$ cat config.mk
export PLATFORM = sky130hd
export DESIGN_NAME = alu_multicycle
export DESIGN_NICKNAME = d
export VERILOG_FILES = /design/src/rtl/alu_multicycle.sv
export SDC_FILE = /design/constraint.sdc
export NUM_CORES = 1
export LEC_CHECK = 0
export ABC_CLOCK_PERIOD_IN_PS = 5450
export CAP_MARGIN = 5
export CORE_UTILIZATION = 54
export DETAILED_ROUTE_END_ITERATION = 16
export GPL_TIMING_DRIVEN = 0
export PLACE_DENSITY = 0.86
export SETUP_SLACK_MARGIN = 0.4
export SLEW_MARGIN = 40
export SYNTH_ARGS = -nofsm -noshare
export SYNTH_HDL_FRONTEND = slang
export SYNTH_SLANG_ARGS = --single-unit
$ cat constraint.sdc
create_clock -name clk -period 5.45 [get_ports clk]
set_input_delay 1.09 -clock clk [delete_from_list [all_inputs] [get_ports clk]]
set_output_delay 1.09 -clock clk [all_outputs]
set_load 0.02 [all_outputs]
$ cat src/rtl/alu_multicycle.sv
// Multi-cycle ALU: single-cycle logic/add/sub/slt, iterative shift-add MUL and restoring DIV.
// Results leave through an OutValid/OutReady pair; HI carries MUL upper word or DIV remainder.
module alu_multicycle #(
  parameter int WIDTH = 32
) (
  input  logic             clk,
  input  logic             rst_n,
  input  logic             InValid,
  output logic             InReady,
  input  logic [WIDTH-1:0] A,
  input  logic [WIDTH-1:0] B,
  input  logic [3:0]       sel,
  output logic             OutValid,
  input  logic             OutReady,
  output logic [WIDTH-1:0] Result,
  output logic [WIDTH-1:0] HI,
  output logic             Zero,
  output logic             DivByZero,
  output logic [1:0]       state_dbg
);

  // Handshake: a transfer happens on a rising clk edge where valid && ready are both
  // high; the producer holds its payload stable until that edge.

  localparam int CW = $clog2(WIDTH) + 1;
  localparam logic [CW-1:0] LAST = CW'(WIDTH - 1);

  localparam logic [1:0] S_IDLE = 2'd0;
  localparam logic [1:0] S_MUL  = 2'd1;
  localparam logic [1:0] S_DIV  = 2'd2;
  localparam logic [1:0] S_DONE = 2'd3;

  localparam logic [3:0] OP_AND = 4'b0000;
  localparam logic [3:0] OP_OR  = 4'b0001;
  localparam logic [3:0] OP_ADD = 4'b0010;
  localparam logic [3:0] OP_MUL = 4'b0011;
  localparam logic [3:0] OP_DIV = 4'b0100;
  localparam logic [3:0] OP_SUB = 4'b0110;
  localparam logic [3:0] OP_SLT = 4'b0111;
  localparam logic [3:0] OP_NOP = 4'b1000;

  logic [1:0]         state;
  logic [CW-1:0]      cnt;
  logic [WIDTH-1:0]   opnd;
  logic [2*WIDTH-1:0] acc;
  logic [WIDTH-1:0]   res_q;
  logic [WIDTH-1:0]   hi_q;
  logic               zero_q;
  logic               dbz_q;

  logic [WIDTH-1:0]   alu_res;
  logic [WIDTH:0]     mul_sum;
  logic [2*WIDTH-1:0] mul_next;
  logic [WIDTH:0]     div_shift;
  logic [WIDTH-1:0]   div_diff;
  logic               div_ge;
  logic [2*WIDTH-1:0] div_next;
  logic [2*WIDTH-1:0] step_next;

  always_comb begin
    alu_res = '0;
    case (sel)
      OP_AND:  alu_res = A & B;
      OP_OR:   alu_res = A | B;
      OP_ADD:  alu_res = A + B;
      OP_SUB:  alu_res = A - B;
      OP_SLT:  alu_res = {{(WIDTH-1){1'b0}}, ($signed(A) < $signed(B))};
      OP_NOP:  alu_res = '0;
      default: alu_res = '0;
    endcase
  end

  // acc = {partial product high, remaining multiplier bits}; shift right each step.
  always_comb begin
    mul_sum  = {1'b0, acc[2*WIDTH-1:WIDTH]} + {1'b0, (acc[0] ? opnd : {WIDTH{1'b0}})};
    mul_next = {mul_sum, acc[WIDTH-1:1]};
  end

  // acc = {partial remainder, dividend bits shifting out / quotient bits shifting in}.
  always_comb begin
    div_shift = {acc[2*WIDTH-1:WIDTH], acc[WIDTH-1]};
    div_ge    = (div_shift >= {1'b0, opnd});
    div_diff  = div_shift[WIDTH-1:0] - opnd;
    if (div_ge) div_next = {div_diff, acc[WIDTH-2:0], 1'b1};
    else        div_next = {div_shift[WIDTH-1:0], acc[WIDTH-2:0], 1'b0};
    step_next = (state == S_MUL) ? mul_next : div_next;
  end

  always_ff @(posedge clk or negedge rst_n) begin
    if (!rst_n) begin
      state  <= S_IDLE;
      cnt    <= '0;
      opnd   <= '0;
      acc    <= '0;
      res_q  <= '0;
      hi_q   <= '0;
      zero_q <= 1'b0;
      dbz_q  <= 1'b0;
    end else begin
      case (state)
        S_IDLE: begin
          if (InValid) begin
            cnt <= '0;
            case (sel)
              OP_MUL: begin
                acc   <= {{WIDTH{1'b0}}, B};
                opnd  <= A;
                state <= S_MUL;
              end
              OP_DIV: begin
                if (B == '0) begin
                  res_q  <= '1;
                  hi_q   <= A;
                  zero_q <= 1'b0;
                  dbz_q  <= 1'b1;
                  state  <= S_DONE;
                end else begin
                  acc   <= {{WIDTH{1'b0}}, A};
                  opnd  <= B;
                  state <= S_DIV;
                end
              end
              default: begin
                res_q  <= alu_res;
                hi_q   <= '0;
                zero_q <= (alu_res == '0);
                dbz_q  <= 1'b0;
                state  <= S_DONE;
              end
            endcase
          end
        end
        S_MUL, S_DIV: begin
          acc <= step_next;
          cnt <= cnt + 1'b1;
          if (cnt == LAST) begin
            res_q  <= step_next[WIDTH-1:0];
            hi_q   <= step_next[2*WIDTH-1:WIDTH];
            zero_q <= (step_next[WIDTH-1:0] == '0);
            dbz_q  <= 1'b0;
            state  <= S_DONE;
          end
        end
        S_DONE: begin
          if (OutReady) begin
            dbz_q <= 1'b0;
            state <= S_IDLE;
          end
        end
        default: state <= S_IDLE;
      endcase
    end
  end

  assign InReady   = (state == S_IDLE);
  assign OutValid  = (state == S_DONE);
  assign Result    = res_q;
  assign HI        = hi_q;
  assign Zero      = zero_q;
  assign DivByZero = dbz_q;
  assign state_dbg = state;

endmodule

==> metrics.txt, run 1 <==
final net count=2832; maximum fanout along the worst path=5; maxcap violations=0; CTS buffer count=17; worst IR drop on VDD=a little under 0.4 mV; power per cell area=just over 600 nW/um^2; via count=about 21000; Distinct cells, synth=slightly below 100; IO Pins=142; syn_area_per_cell=7.41 um^2; post-layout min period=~5.2 ns; die width=184 um; Avg WL per Cell=between 20 and 30 um; CP Class=in -> reg; Starting Density=55.0%; Worst Tran Pin Value=about 1 ns; setup repair after global routing missed its margin=true; worst-skew pair later-pin latency=0.45 ns; WP data required=5.82 ns; I/O Buffers=140; Row Count=66; Worst-path clk slew=~0.070 ns; flop2flop setup slack=0.50 ns; Max Transition Viols Final=0; largest area contributor in the netlist=dfrtp_1; Synth top area share=23.7%; Placed Area=20000 um^2; outcome=finished, final reports clean; Post-Route Utilization=63.6%; P&R area growth vs syn=15.6%; ys flop type=dfrtp_1; Crit. End Element=flop; Worst Clk Skew=between 0.01 and 0.015 ns; htree depth=4; drt first pass iters=6; CTS Sinks=170; core footprint=32600 um^2; syn_nets=2667; initial antenna violation count=1; total design power=approximately 13 mW; Iteration-0 DRC Markers=around 3200; Via density=between 6 and 7; share of cells above drive strength 1=5.42%; vias in the first global route=20091; fin area=20700 um^2; worst hold margin=0.491 ns; first-pass GRT wire length=117000 um; Detail Placement HPWL=62300 um; Filler cells=2834; fmax=193 MHz; final setup vio count=0; Critical Path AT=~5.6 ns; P_leak=9.24 nW; Finished Layout Cells=between 3000 and 4000; synthesized flop and latch total=170; total grt overflow=0; CTS root buf=clkbuf_16; synth warn=0; maximum number of pins on one net before global-route repair=68; n_diodes=0; Remaining DRCs=0; Slew Limit Headroom=about a third; Die ar.=34000 um^2; Total Wirelength=between 70000 and 80000 um; Hold Path Class=reg -> reg; clock tree buffer depth=2; Antenna Nets Post-Route=0; Final Hold Fails=0; Final Cycle Share=95.1%; Tot GR Track Use=between 40% and 50%; Seq/Total Area, Yosys=approximately a quarter; Worst setup SP type=primary input; placed cells=3009; Syn Std Cell Area=about 18000 um^2; Synth async-reset ratio=100%; Post-synth EDFFs=0; CTS tree=done; ranking of synthesized cells by area=dfrtp_1 24%, ha_1 12%, o21ai_0 7.0%, a21oi_1 6.8%, nand2_1 5.9%; chip height=184 um; Syn Inst Count=2423; RePlAce Congestion=1.04
[Yosys cell counts (16+ instances only)]
library cell and n:
nor3_1 48, xor2_1 23, or3_1 16, nor4_1 24, nand3_1 44, o21ai_0 250
nand2_1 282, xnor2_1 24, buf_2 22, nor2_1 210, ha_1 168, nand4_1 24
nand2b_1 30, and2_1 42, o31ai_1 16, o211ai_1 31, mux2i_1 46, nor2b_1 18
dfrtp_1 170, a211oi_1 38, clkbuf_1 104, o21a_1 18, a21o_1 66, inv_1 150
a221oi_1 21, a21oi_1 245, a31oi_1 22
[per-layer routing]
metal	wire, um	share of wire (%)	global-route usage [%]	vias up
met1	29700	38	56.8	9847
li1	-	-	-	9093
met3	9000	11	10.8	428
met2	34200	43	71.8	1503
met4	6140	7.8	32.5	2
met5	18	0.023	0	-
[cells by family after synthesis]
group	Yosys count	synth area share (%)
compound gates	889	31.6
xor+xnor	47	2.29
fa+ha+maj	172	12.2
simple gates	791	20.5
mux	58	3.32
flops	170	23.7
buf+inv	296	6.51
[worst paths after layout]
path,from,end,depth (start not counted)
max,A[1],Zero,14
max in group asynchronous,rst_n,acc[53],2
min reg2reg,Result[26],Result[26],1
min,Result[26],Result[26],1
max reg2reg,acc[0],HI[31],16
min in group asynchronous,rst_n,Result[0],1
[timing repair]
item,in CTS,in global routing
resized for setup,12,17
setup endpoints to repair,4,9
hold buffers,0,0
hold endpoints to repair,0,0
setup buffers,2,0
pin swaps,4,0
[flip-flops by register name, indices dropped and copies added (netlist names)]
name       count
DivByZero      1
HI            32
Result        32
Zero           1
acc           64
cnt            6
opnd          32
state_dbg      2
[through the flow]
step	TNS, ns	setup WS, ns
finish	0	0.267
global route	0	0.293
CTS	0	0.410
detailed placement	-0.778	-0.482
global placement	-602.24	-3.52
floorplan	0	1.29
[power breakdown]
group / switching (mW) / leakage, nW / internal (mW) / total (mW)
Combinational: 5.67 / 6.79 / 3.06 / 8.74
Sequential: 0.655 / 2.14 / 1.88 / 2.53
Clock: 0.571 / 0.310 / 0.746 / 1.32
Total: 6.90 / 9.24 / 5.69 / 12.6
[area by class of cell]
cell class | count | area (um^2) | area share [%]
well taps | 442 | 553 | 2.67
clock buffers | 18 | 439 | 2.12
multi-input cells | 1957 | 12600 | 61.0
flip-flops and latches | 170 | 4250 | 20.5
inverters | 154 | 578 | 2.79
repair buffers | 146 | 1490 | 7.16
clock inverters | 14 | 189 | 0.911
plain buffers | 142 | 598 | 2.88
[worst max-delay path, stage by stage]
cell and delay [ns]:
clkdlybuf4s50_1 0.64, inv_1 0.19, fa_1 0.51, nor2_1 0.24
o311ai_1 0.18, a211oi_2 0.47, o21ai_0 0.23, a221o_1 0.32
a22oi_1 0.32, nand3b_1 0.14, nor4_2 0.35, nand4_1 0.17
or4_1 0.56, o21ai_1 0.13
[cell usage in the layout (no fill, tap or decap), types with 15 or more instances in the layout]
cell type / count
a211oi_1: 34
a21o_1: 66
a21oi_1: 245
a221oi_1: 20
a31oi_1: 22
and2_1: 42
buf_2: 25
clkbuf_1: 99
clkbuf_16: 17
clkdlybuf4s50_1: 136
dfrtp_1: 170
ha_1: 168
inv_1: 150
mux2i_1: 46
nand2_1: 282
nand2b_1: 30
nand3_1: 44
nand4_1: 24
nor2_1: 209
nor2b_1: 18
nor3_1: 48
nor4_1: 23
o211ai_1: 31
o21a_1: 17
o21ai_0: 247
o31ai_1: 15
or3_1: 16
xnor2_1: 24
xor2_1: 23
Note: power is estimated with default switching activity, not from simulation.
==> run 2, diff against run 1 <==
CORE_UTILIZATION = 50   (was 54)
PLACE_DENSITY = 0.81   (was 0.86)
==> metrics.txt, run 2 (same netlist as run 1, synthesis figures left out) <==
worst-skew pair later-pin latency=0.44 ns (was 0.45 ns); total grt overflow=0 (unchanged); Remaining DRCs=0 (unchanged); Worst setup SP type=primary input (unchanged); I/O Buffers=140 (unchanged); Starting Density=50.6% (was 55.0%); CTS buffer count=17 (unchanged); Critical Path AT=5.48 ns (was 5.55 ns); reg2reg path depth=16 (unchanged); n_diodes=0 (unchanged); maximum number of pins on one net before global-route repair=62 (was 68); initial antenna violation count=0 (was 1); DP Worst Slack=-0.708 ns (was -0.482 ns); Worst Clk Skew=0.0116 ns (was 0.0104 ns); Gate power share=69.3% (was 69.4%); clock tree buffer depth=2 (unchanged); Placed Area=20000 um^2 (about the same); final net count=2832 (unchanged); htree depth=4 (unchanged); max reg flops=64 (unchanged); most used cell, CP=o21ai_1; Die ar.=36700 um^2 (was 34000 um^2); Hold Path Stages=2 (was 1); P&R area growth vs syn=15.7% (was 15.6%); sequential power share=20.4% (was 20.1%); vias in the first global route=19351 (was 20091); Worst Tran Pin Value=0.996 ns (was 0.977 ns); Finished Layout Cells=3062 (was 3043); fmax=196 MHz (was 193 MHz); first-pass GRT wire length=117000 um (about the same); CP Class=in -> reg (unchanged); PnR worst setup slack=0.341 ns (was 0.267 ns); Final Cycle Share=93.8% (was 95.1%); cts hold-fix bufs=0 (unchanged); Tot GR Track Use=42.6% (was 46.3%); Total Wirelength=78400 um (was 79000 um); die width=191 um (was 184 um); P_sw=6.73 mW (was 6.90 mW); Max Transition Viols Final=0 (unchanged); fin area=20800 um^2 (was 20700 um^2); P_leak=9.23 nW (was 9.24 nW); P_int=5.64 mW (was 5.69 mW); flop2flop setup slack=0.61 ns (was 0.50 ns); via count=20411 (was 20873); clock network power share=10.3% (was 10.5%); post-layout min period=5.11 ns (was 5.18 ns); Final Hold Fails=0 (unchanged); drt first pass iters=5 (was 6); final setup vio count=0 (unchanged); share of cells above drive strength 1=5.69% (was 5.42%); CTS tree=done (unchanged); Detail Placement HPWL=62300 um (about the same); Via density=6.67 (was 6.86); Sw Ratio=54.4% (was 54.8%); WP data required=5.82 ns (about the same); Avg WL per Cell=25.6 um (was 26.0 um); RePlAce Congestion=1.02 (was 1.04); Worst path slowest cell=clkdlybuf4s50_1 (unchanged); IO Pins=142 (unchanged); core footprint=35500 um^2 (was 32600 um^2); highest-count cells in the layout ignoring fill and taps=282 x nand2_1, 248 x o21ai_0, 244 x a21oi_1, 208 x nor2_1, 170 x dfrtp_1 (was 282 x nand2_1, 247 x o21ai_0, 245 x a21oi_1, 209 x nor2_1, 170 x dfrtp_1); worst hold path endpoint=Result[0] (was Result[26]); outcome=finished, final reports clean (unchanged); maxcap violations=0 (unchanged); Row Count=69 (was 66); chip height=191 um (was 184 um); setup repair after global routing missed its margin=true (unchanged); Antenna Nets Post-Route=0 (unchanged); worst r2r src=acc[0] (unchanged); power per cell area=596 nW/um^2 (was 607 nW/um^2); CP peak stage delay=0.65 ns (was 0.64 ns); Worst-path clk slew=0.07 ns (about the same); crit path cell chain=clkdlybuf4s50_1 > inv_1 > fa_1 > nor2_1 > o311ai_1 > a211oi_2 > buf_4 > o21a_1 > o21ai_1 > a21oi_2 > a31oi_2 > a2111oi_4 > o211ai_1 > or4_1 > o21ai_1 (was clkdlybuf4s50_1 > inv_1 > fa_1 > nor2_1 > o311ai_1 > a211oi_2 > o21ai_0 > a221o_1 > a22oi_1 > nand3b_1 > nor4_2 > nand4_1 > or4_1 > o21ai_1); Crit. End Element=flop (unchanged); placed cells=3028 (was 3009); Iteration-0 DRC Markers=2541 (was 3166); total design power=12.4 mW (was 12.6 mW); Largest Register=acc (unchanged); worst IR drop on VDD=0.378 mV (was 0.388 mV); Slew Limit Headroom=33.6% (was 34.8%); Hold Path Class=reg -> reg (unchanged); CTS root buf=clkbuf_16 (unchanged); hold_sp=Result[0] (was Result[26]); maximum fanout along the worst path=5 (unchanged); terminus of the critical flop-to-flop path=HI[31] (unchanged); Filler cells=3344 (was 2834); commonest non-fill, non-tap cell in the layout=nand2_1 (unchanged); Setup TNS=0 ns (unchanged); CTS Sinks=170 (unchanged)
## run 2: cell count changes in the layout (fill, tap and decap cells not counted), sizes merged
cell and change:
clkinv -3, clkinvlp +1, inv +2, clkdlybuf4s50 +1, dlygate4sd2 -1, bufinv -1, clkbuf +2, buf -1
## run 2: routing by layer
metal	GRT usage [%]	part of all wire (%)	vias up
li1	-	-	9099
met1	55.3	40	9654
met2	67.1	44	1377
met3	6.92	10	281
met4	24.4	6.4	0
met5	0	0	-
## run 2: how the worst max path moves through the flow
stage | start | to | slack (ns)
after floorplan | A[0] | Zero | 1.29
after global placement | rst_n | acc[62] | -3.59
after detailed placement | A[0] | Zero | -0.71
after CTS | A[7] | Zero | 0.40
after global routing | A[1] | Zero | 0.24
final | A[1] | Zero | 0.34
## run 2: power by group through the flow
stage | sequential (mW) | combinational [mW] | clock, mW
6_report | 2.53 | 8.57 | 1.27
4_1_cts | 2.48 | 8.26 | 1.26
5_1_grt | 2.56 | 9.17 | 1.32
3_5_place_dp | 2.49 | 8.19 | 0
2_1_floorplan | 2.53 | 5.21 | 0
3_3_place_gp | 2.49 | 8.04 | 0
## run 2: area by class of cell
type | count | area (um^2) | share of cell area (%)
Multi-Input combinational cell | 1957 | 12700 | 61.0
Clock buffer | 19 | 443 | 2.13
Sequential cell | 170 | 4250 | 20.5
Timing Repair Buffer | 146 | 1490 | 7.17
Inverter | 154 | 578 | 2.78
Tap cell | 461 | 577 | 2.78
Clock inverter | 13 | 156 | 0.753
Buffer | 142 | 603 | 2.90
## run 2: repair_timing
action,4_1_cts,5_1_grt
gates resized for setup,10,20
pin swaps,3,0
setup endpoints to repair,5,6
setup buffers,2,0
endpoints found under the hold margin,0,0
## run 2: critical path: cells and delay by family
kind                     cells  cell delay, ns
adder cells (fa/ha/maj)      1            0.52
AND/OR/NAND/NOR              2            0.70
AO/OA/AOI/OAI                9            2.15
buffers and inverters        3            1.02
## run 2: through the flow
step / util, % / hold WS (ns)
floorplan: - / 0.462
global placement: 56.2 / 0.456
detailed placement: 56.4 / 0.464
CTS: 58.3 / 0.480
global route: 58.5 / 0.511
finish: 58.5 / 0.480
